===== src/rtl/btc_host_responder.sv =====
//============================================================================
// Module      : btc_host_responder
// Description : Host-side responder for a byte-serial hash miner. It serves
//               message bytes from a 128 x 8 buffer on read requests and
//               collects the 32 hash bytes on write requests. It also
//               tracks the run of trailing zero bytes and the number of
//               bytes served.
// Revision    : 1.0 - initial release
//============================================================================
`default_nettype none

module btc_host_responder (
    input  logic       clk,
    input  logic       rst_n,
    // miner side
    input  logic [7:0] m_uo,
    input  logic       m_rq,
    input  logic       m_done,
    output logic [7:0] m_ui,
    output logic       m_start,
    output logic       m_rdy,
    // message buffer load port
    input  logic       ld_we,
    input  logic [6:0] ld_addr,
    input  logic [7:0] ld_data,
    // job control / status
    input  logic       go,
    output logic       busy,
    output logic       result_valid,
    input  logic [4:0] res_addr,
    output logic [7:0] res_data,
    output logic [5:0] zero_run,
    output logic [7:0] serve_cnt
);

    localparam logic [2:0] S_IDLE  = 3'd0;
    localparam logic [2:0] S_START = 3'd1;
    localparam logic [2:0] S_WAIT  = 3'd2;
    localparam logic [2:0] S_SETUP = 3'd3;
    localparam logic [2:0] S_ACK   = 3'd4;
    localparam logic [2:0] S_REL   = 3'd5;

    localparam logic [7:0] C_SERVE_MAX = 8'hFF;
    localparam logic [4:0] C_LAST_IDX  = 5'd31;

    logic [2:0] state_q;
    logic [2:0] state_d;

    logic [7:0] mem_q    [128];
    logic [7:0] result_q [32];

    logic [7:0] m_ui_q;
    logic [7:0] serve_cnt_q;
    logic [5:0] zero_run_q;
    logic [4:0] idx_q;
    logic       last_q;          // byte just stored was the final hash byte
    logic       result_valid_q;

    logic       w_rd_accept;
    logic       w_wr_accept;
    logic       w_job_accept;

    assign w_job_accept = (state_q == S_IDLE) && go;
    assign w_rd_accept  = (state_q == S_WAIT) && m_rq && !m_done;
    assign w_wr_accept  = (state_q == S_WAIT) && m_rq && m_done;

    // State register.
    always_ff @(posedge clk or negedge rst_n) begin
        if (!rst_n) begin
            state_q <= S_IDLE;
        end else begin
            state_q <= state_d;
        end
    end

    // Next-state logic.
    always_comb begin
        state_d = state_q;
        case (state_q)
            S_IDLE:  if (go) state_d = S_START;
            S_START: state_d = S_WAIT;
            S_WAIT: begin
                if (w_rd_accept) begin
                    state_d = S_SETUP;
                end else if (w_wr_accept) begin
                    state_d = S_ACK;
                end
            end
            S_SETUP: state_d = S_ACK;
            S_ACK:   state_d = S_REL;
            S_REL: begin
                if (!m_rq) begin
                    state_d = last_q ? S_IDLE : S_WAIT;
                end
            end
            default: state_d = S_IDLE;
        endcase
    end

    // Strobe outputs decoded from the state alone so each pulse is exactly one cycle.
    always_comb begin
        m_start = 1'b0;
        m_rdy   = 1'b0;
        busy    = 1'b1;
        case (state_q)
            S_IDLE:  busy    = 1'b0;
            S_START: m_start = 1'b1;
            S_ACK:   m_rdy   = 1'b1;
            default: ;
        endcase
    end

    // Job datapath: served byte, counters, result index and completion flag.
    // The byte is fetched as the read request is accepted, so m_ui settles
    // during SETUP, a full cycle before m_rdy rises in ACK.
    always_ff @(posedge clk or negedge rst_n) begin
        if (!rst_n) begin
            m_ui_q         <= 8'h00;
            serve_cnt_q    <= 8'h00;
            zero_run_q     <= 6'd0;
            idx_q          <= 5'd0;
            last_q         <= 1'b0;
            result_valid_q <= 1'b0;
        end else begin
            if (w_job_accept) begin
                serve_cnt_q    <= 8'h00;
                zero_run_q     <= 6'd0;
                idx_q          <= 5'd0;
                last_q         <= 1'b0;
                result_valid_q <= 1'b0;
            end
            if (w_rd_accept) begin
                m_ui_q <= mem_q[m_uo[6:0]];
            end
            if ((state_q == S_SETUP) && (serve_cnt_q != C_SERVE_MAX)) begin
                serve_cnt_q <= serve_cnt_q + 8'd1;
            end
            if (w_wr_accept) begin
                zero_run_q <= (m_uo == 8'h00) ? (zero_run_q + 6'd1) : 6'd0;
                idx_q      <= idx_q + 5'd1;
                last_q     <= (idx_q == C_LAST_IDX);
            end
            if ((state_q == S_REL) && !m_rq && last_q) begin
                result_valid_q <= 1'b1;
            end
        end
    end

    // Storage arrays: deliberately not reset so contents survive a reset.
    always_ff @(posedge clk) begin
        if (ld_we && (state_q == S_IDLE)) begin
            mem_q[ld_addr] <= ld_data;
        end
        if (w_wr_accept) begin
            result_q[idx_q] <= m_uo;
        end
    end

    assign m_ui         = m_ui_q;
    assign serve_cnt    = serve_cnt_q;
    assign zero_run     = zero_run_q;
    assign result_valid = result_valid_q;
    assign res_data     = result_q[res_addr];

endmodule

`default_nettype wire


===== config.mk =====
export PLATFORM = sky130hd
export DESIGN_NAME = btc_host_responder
export DESIGN_NICKNAME = d
export VERILOG_FILES = /design/src/rtl/btc_host_responder.sv
export SDC_FILE = /design/constraint.sdc
export NUM_CORES = 1
export LEC_CHECK = 0
export BUFFER_PORTS_ARGS = -buffer_cell sky130_fd_sc_hd__buf_2
export CAP_MARGIN = 20
export CORE_UTILIZATION = 56
export CTS_CLUSTER_SIZE = 14
export DETAILED_ROUTE_END_ITERATION = 10
export PLACE_DENSITY_LB_ADDON = 0.25
export SLEW_MARGIN = 20
export SYNTH_ARGS = -nofsm -noshare
export SYNTH_HDL_FRONTEND = slang
export SYNTH_SLANG_ARGS = --single-unit

===== constraint.sdc =====
create_clock -name clk -period 2.4 [get_ports clk]
set_input_delay 0.12 -clock clk [delete_from_list [all_inputs] [get_ports clk]]
set_output_delay 0.12 -clock clk [all_outputs]
set_load 0.03 [all_outputs]

======== Word-level counts from Yosys, hierarchy flattened ========
Memory sizes are Yosys's and may differ from the RTL's. A register that Yosys moved wholly into a read port is not among the register bits.
Index checks and enable logic that the tools add are counted.
operators by class
  $add $sub $neg .......................... 3
  equality and inequality tests ........... 10
  muxes and demuxes ....................... 23
  reduce and logical (&&, ||, !) cells .... 17
operators by type and width
  kind                                                                    number
  6-bit two-way mux                                                       3
  3-bit case mux with 6 select lines                                      1
  8-bit two-way mux                                                       2
  3-bit two-way mux                                                       4
  1-bit two-way mux                                                       10
  5-bit two-way mux                                                       2
  8-bit by 1-bit adder with 8-bit output (second input constant)          1
  1-bit logical AND                                                       8
  8-bit zero test                                                         1
  8-bit inequality test (second input constant)                           1
  6-bit by 1-bit adder with 6-bit output (second input constant)          1
  3-bit by 2-bit equality test with 1-bit output (second input constant)  2
  3-bit equality test (second input constant)                             2
  2-bit nonzero test                                                      3
  5-bit by 1-bit adder with 5-bit output (second input constant)          1
  5-bit equality test (second input constant)                             1
  2-bit inequality test (second input constant)                           2
  3-bit by 1-bit equality test with 1-bit output (second input constant)  1
  1-bit zero test                                                         3
  3-bit zero test                                                         1
  3-bit inequality test (second input constant)                           1
  3-bit AND reduction                                                     1
  2-bit two-way mux                                                       1
word-level totals
  register bits after elaboration ......... 24
  bits in writable memories ............... 1280
  input bits .............................. 34
  output and inout port bits .............. 34
  word-level logic and storage cells ...... 61
  memories ................................ 2
memories
  name      depth  width  rd ports  clocked after memory_dff  write ports  line  source
  mem_q     128    8      1         1                         1            49    logic [7:0] mem_q [128];
  result_q  32     8      1         0                         1            50    logic [7:0] result_q [32];

======== Logic depth before layout (Yosys ltp) ========
  depth in word-level cells ............... 6
  mapped depth ............................ 10
  depth with buffers taken out ............ 7

======== Least setup slack after synthesis ========
No wires, ideal clock.
  kind .................................... reg2reg
  start point ............................. register state_q[1]
  end point ............................... memory mem_q[62][0], enable pin
  library setup time ...................... 0.370 ns
  arrival time ............................ 1.956 ns
  data required time ...................... 2.030 ns
  setup slack ............................. 0.074 ns
  cell stages (with the launch flop) ...... 8
  buffers on the path ..................... 2
  clock period less this slack ............ 2.326 ns
  path through ............................ dfrtp_1 > clkbuf_1 > nor3_1 > nand2_1 > nor2_1 > nand3_1 > clkbuf_1 > nor2_1
on the way
  cells in the longest elaborated chain, start to end .. 4
RTL lines
  item                                     line  source
  start, declared                          46    logic [2:0] state_q;
  start signal, assigned                   72    state_q <= state_d;
  3-bit zero test                          151   if (ld_we && (state_q == S_IDLE)) begin
  1-bit logical AND                        151
  1-bit two-way mux                        151
  1-bit two-way mux (implied by the code)  152   mem_q[ld_addr] <= ld_data;
  end, declared                            49
No other way between the ends.

======== Worst setup path in the final report ========
  start point ............................. memory result_q[3][1]
  end point ............................... output res_data[1]
on the way
  cells in the longest elaborated chain, start to end .. 1
RTL lines
  item                    line  source
  start, declared         50
  memory read 32 x 8 bit  n/a
  end, declared           31    output logic [7:0] res_data,
No other way between the ends.

==> flow_summary.json <==
{
  "status": "finished, violations left",
  "failed_checks": "hold timing, setup timing",
  "ys_seq_area_share_pct": 76.8,
  "clock_sink_count": 1312,
  "die_y_um": 304,
  "layout_min_cycle_time_ns": 2.72,
  "nFillCells": 5670,
  "tightest_slew_ns": 0.935,
  "fp.coreArea_um2": 90100,
  "post_drt_wl_per_cell_um": 29.1,
  "number_of_antenna_violations_at_the_first_check_in_global_routing": 2,
  "rows": 110,
  "synth-warning-count": 0,
  "synthesis.nets": 2500,
  "number_of_distinct_library_cells_after_synthesis": 58,
  "num-nets-final": 2972,
  "dieArea_um2": 92500,
  "holdCritPathClass": "in -> reg",
  "clockBufferDepth": 3,
  "post_synth_main_area_contributors": "sky130_fd_sc_hd__edfxtp_1 (75%), sky130_fd_sc_hd__mux4_2 (14%), sky130_fd_sc_hd__nor2_1 (1.6%), sky130_fd_sc_hd__dfrtp_1 (1.6%), sky130_fd_sc_hd__mux2i_1 (0.90%)",
  "final-instance-count-excl-fill": 4213,
  "detail_route.vias_per_cell": 6.32,
  "grt_pass1_vias": 27400,
  "post-route-worst-setup-slack_ns": -0.322,
  "fin_setup_tns_ns": -2.40,
  "power.density_cell_area_nw_per_um2": 810,
  "power_mw": 48.8,
  "hold_depth": 2,
  "placed_cells": 3954,
  "synth_top_cell_by_area": "sky130_fd_sc_hd__edfxtp_1",
  "hold_viol": 1,
  "finClkSkew_ns": 0.0305,
  "top_level_ports": 68,
  "pre_cts_worst_setup_slack_ns": -0.214,
  "worst_r2r_path_depth": 5,
  "peakVddDrop_v": 0.000789,
  "synth_enable_flop_cells": 1280,
  "synth.ff_latch_count": 1312,
  "place.detailed.hpwl_um": 78900,
  "routed_wl_um": 123000,
  "place.gp.congestion": 0.874,
  "grt.total_usage_pct": 27.2,
  "drt_pre_antenna_iters": 8,
  "tritoncts": "yes",
  "postCtsSetupRepairBufs": 0,
  "startpoint_type_of_the_worst_setup_path": "flop",
  "die_width_um": 304,
  "timing.setup.critical_path_class": "reg -> out",
  "achievable-frequency_mhz": 367,
  "clk_latency_ns": 0.74,
  "cp.required_ns": 2.28,
  "grt_pass1_wl_um": 182000,
  "synth_top_area_share_pct": 75.2,
  "drc_violation_total_after_the_first_tritonroute_iteration": 3055,
  "maximum_level_of_the_cts_h_tree": 4,
  "power_leakage_nw": 19.9,
  "final-setup-viol-count": 9,
  "cp-end-kind": "output port",
  "io_buffers": 67,
  "instance_count_of_the_mapped_netlist": 2459,
  "timing_max_transition_violations_final": 0,
  "crit_arrival_ns": 2.60,
  "drive_gt1_share_pct": 32.6,
  "area_overhead_vs_synth_pct": 17.9,
  "path_max_fanout": 1,
  "slew_headroom_pct": 37.6,
  "fin_crit_sh_pct": 113,
  "ctsRootBufferMaster": "sky130_fd_sc_hd__clkbuf_16",
  "final_antenna_net_count": 0,
  "initial_utilization_pct": 56.7,
  "synth-async-reset-ratio_pct": 2.44,
  "cts-buffers-inserted": 131,
  "clk_transition_reported_paths_ns": 0.06,
  "avg_cell_area_syn_um2": 20.8,
  "grt_start_max_net_pins": 129,
  "rsz0062_at_grt": "true",
  "remaining_drc_errors": 0,
  "final.hold.worst_slack_ns": -0.00320,
  "remaining_global_route_overflow": 0,
  "timing.max_cap.violations": 0,
  "post_synth_instance_area_um2": 51100,
  "dr_total_vias": 26600,
  "most_used_flip_flop_cell_after_synthesis": "sky130_fd_sc_hd__edfxtp_1"
}
worst max-delay path: stages, from the launching register on:
cell and delay [ns]:
sky130_fd_sc_hd__edfxtp_1 0.37, sky130_fd_sc_hd__mux4_2 0.51, sky130_fd_sc_hd__mux4_2 0.53, sky130_fd_sc_hd__mux2_4 0.30, sky130_fd_sc_hd__buf_6 0.14
report_power, final:
part           total (mW)  switching, mW  internal, mW  leakage (nW)
Combinational        3.47           2.11          1.36          5.97
Clock                19.9           8.40          11.5          2.04
Sequential           25.5          0.182          25.3          11.9
worst paths after layout:
kind,endpoint,slack (ns),from
setup reg to reg,result_q[12][0],0.05,state_q[1]
hold / removal,mem_q[48][7],-0.003,ld_data[7]
min in group asynchronous,zero_run[0],0.05,rst_n
max in group asynchronous,m_ui[7],1.79,rst_n
setup / recovery,res_data[1],-0.32,result_q[3][1]
hold reg to reg,result_valid,0.50,result_valid
layout make-up:
class	count	area, um^2	share of cell area, %
diodes	1	2.50	0.00415
clock buffers	163	3500	5.81
clock inverters	75	656	1.09
inverters	13	48.8	0.0810
multi-input cells	1005	11200	18.7
flip-flops and latches	1312	39200	65.1
well taps	1176	1470	2.44
repair buffers	468	4100	6.80
per-layer routing:
metal / global-route usage (%) / up-vias / part of all wire (%)
li1: - / 11200 / -
met1: 37.8 / 13900 / 39
met2: 43.2 / 1332 / 49
met3: 5.52 / 220 / 8.9
met4: 9.94 / 0 / 3.2
met5: 0 / - / 0
synthesized netlist by cell type, types with 3 or more instances:
master,instances
sky130_fd_sc_hd__a31oi_1,21
sky130_fd_sc_hd__nor3_1,21
sky130_fd_sc_hd__o311ai_0,4
sky130_fd_sc_hd__a22oi_1,18
sky130_fd_sc_hd__buf_6,9
sky130_fd_sc_hd__edfxtp_1,1280
sky130_fd_sc_hd__nand2_1,90
sky130_fd_sc_hd__buf_1,11
sky130_fd_sc_hd__inv_1,12
sky130_fd_sc_hd__a21oi_1,24
sky130_fd_sc_hd__ha_1,7
sky130_fd_sc_hd__clkbuf_1,57
sky130_fd_sc_hd__o221ai_1,8
sky130_fd_sc_hd__xor2_1,3
sky130_fd_sc_hd__mux2i_1,46
sky130_fd_sc_hd__mux4_2,326
sky130_fd_sc_hd__nand3b_1,10
sky130_fd_sc_hd__buf_2,36
sky130_fd_sc_hd__nand2b_1,11
sky130_fd_sc_hd__or3_1,3
sky130_fd_sc_hd__buf_4,15
sky130_fd_sc_hd__nor2b_1,15
sky130_fd_sc_hd__nor2_1,217
sky130_fd_sc_hd__o31ai_1,3
sky130_fd_sc_hd__o21ai_0,37
sky130_fd_sc_hd__a311oi_1,3
sky130_fd_sc_hd__mux2_2,12
sky130_fd_sc_hd__and3_1,11
sky130_fd_sc_hd__a32oi_1,7
sky130_fd_sc_hd__a221o_1,8
sky130_fd_sc_hd__o22ai_1,30
sky130_fd_sc_hd__a22o_1,4
sky130_fd_sc_hd__nand3_1,35
sky130_fd_sc_hd__a211oi_1,3
sky130_fd_sc_hd__dfrtp_1,32
cell usage in the layout, fill, tap and decap left out, drive strengths merged, types with 3 or more instances in the layout:
master,n
edfxtp,1280
buf,448
mux4,326
nor2,217
clkbuf,163
nand2,90
clkinv,55
mux2i,46
o21ai,37
nand3,35
dfrtp,32
o22ai,30
a21oi,24
inv,22
nor3,21
a31oi,21
dlygate4sd3,20
a22oi,18
nor2b,15
mux2,12
nand2b,11
and3,11
nand3b,10
bufinv,10
o221ai,8
a221o,8
a32oi,7
ha,7
o311ai,6
a22o,4
a211oi,4
or3,3
o31ai,3
xor2,3
a311oi,3
kinds of logic after synthesis:
| logic type | after synthesis | synth area share [%] |
|---|---|---|
| mux | 384 | 15.5 |
| flops | 1312 | 76.8 |
| simple gates | 427 | 3.66 |
| compound gates | 183 | 2.42 |
| buf+inv | 142 | 1.38 |
| fa+ha+maj | 7 | 0.171 |
| xor+xnor | 4 | 0.0686 |
flip-flops by register name, summed over array words and instances, names as in the netlist:
| register | count |
|---|---|
| result_q | 256 |
| mem_q | 1024 |
| idx_q | 5 |
| serve_cnt | 8 |
| zero_run | 6 |
| last_q | 1 |
| m_ui | 8 |
| result_valid | 1 |
| state_q | 3 |
timing repair:
item	CTS	global route
hold buffers	20	0
gates resized for setup	24	15
endpoints found under the hold margin	421	0
endpoints found under the setup margin	8	143
per-stage QoR:
stage               util (%)  area (um^2)
finish                  66.8        60300
global route            66.8        60300
CTS                     66.8        60200
detailed placement      61.9        55800
global placement        61.9        55800
floorplan                  -        51100
No activity file was read; power rests on OpenSTA's default activity.
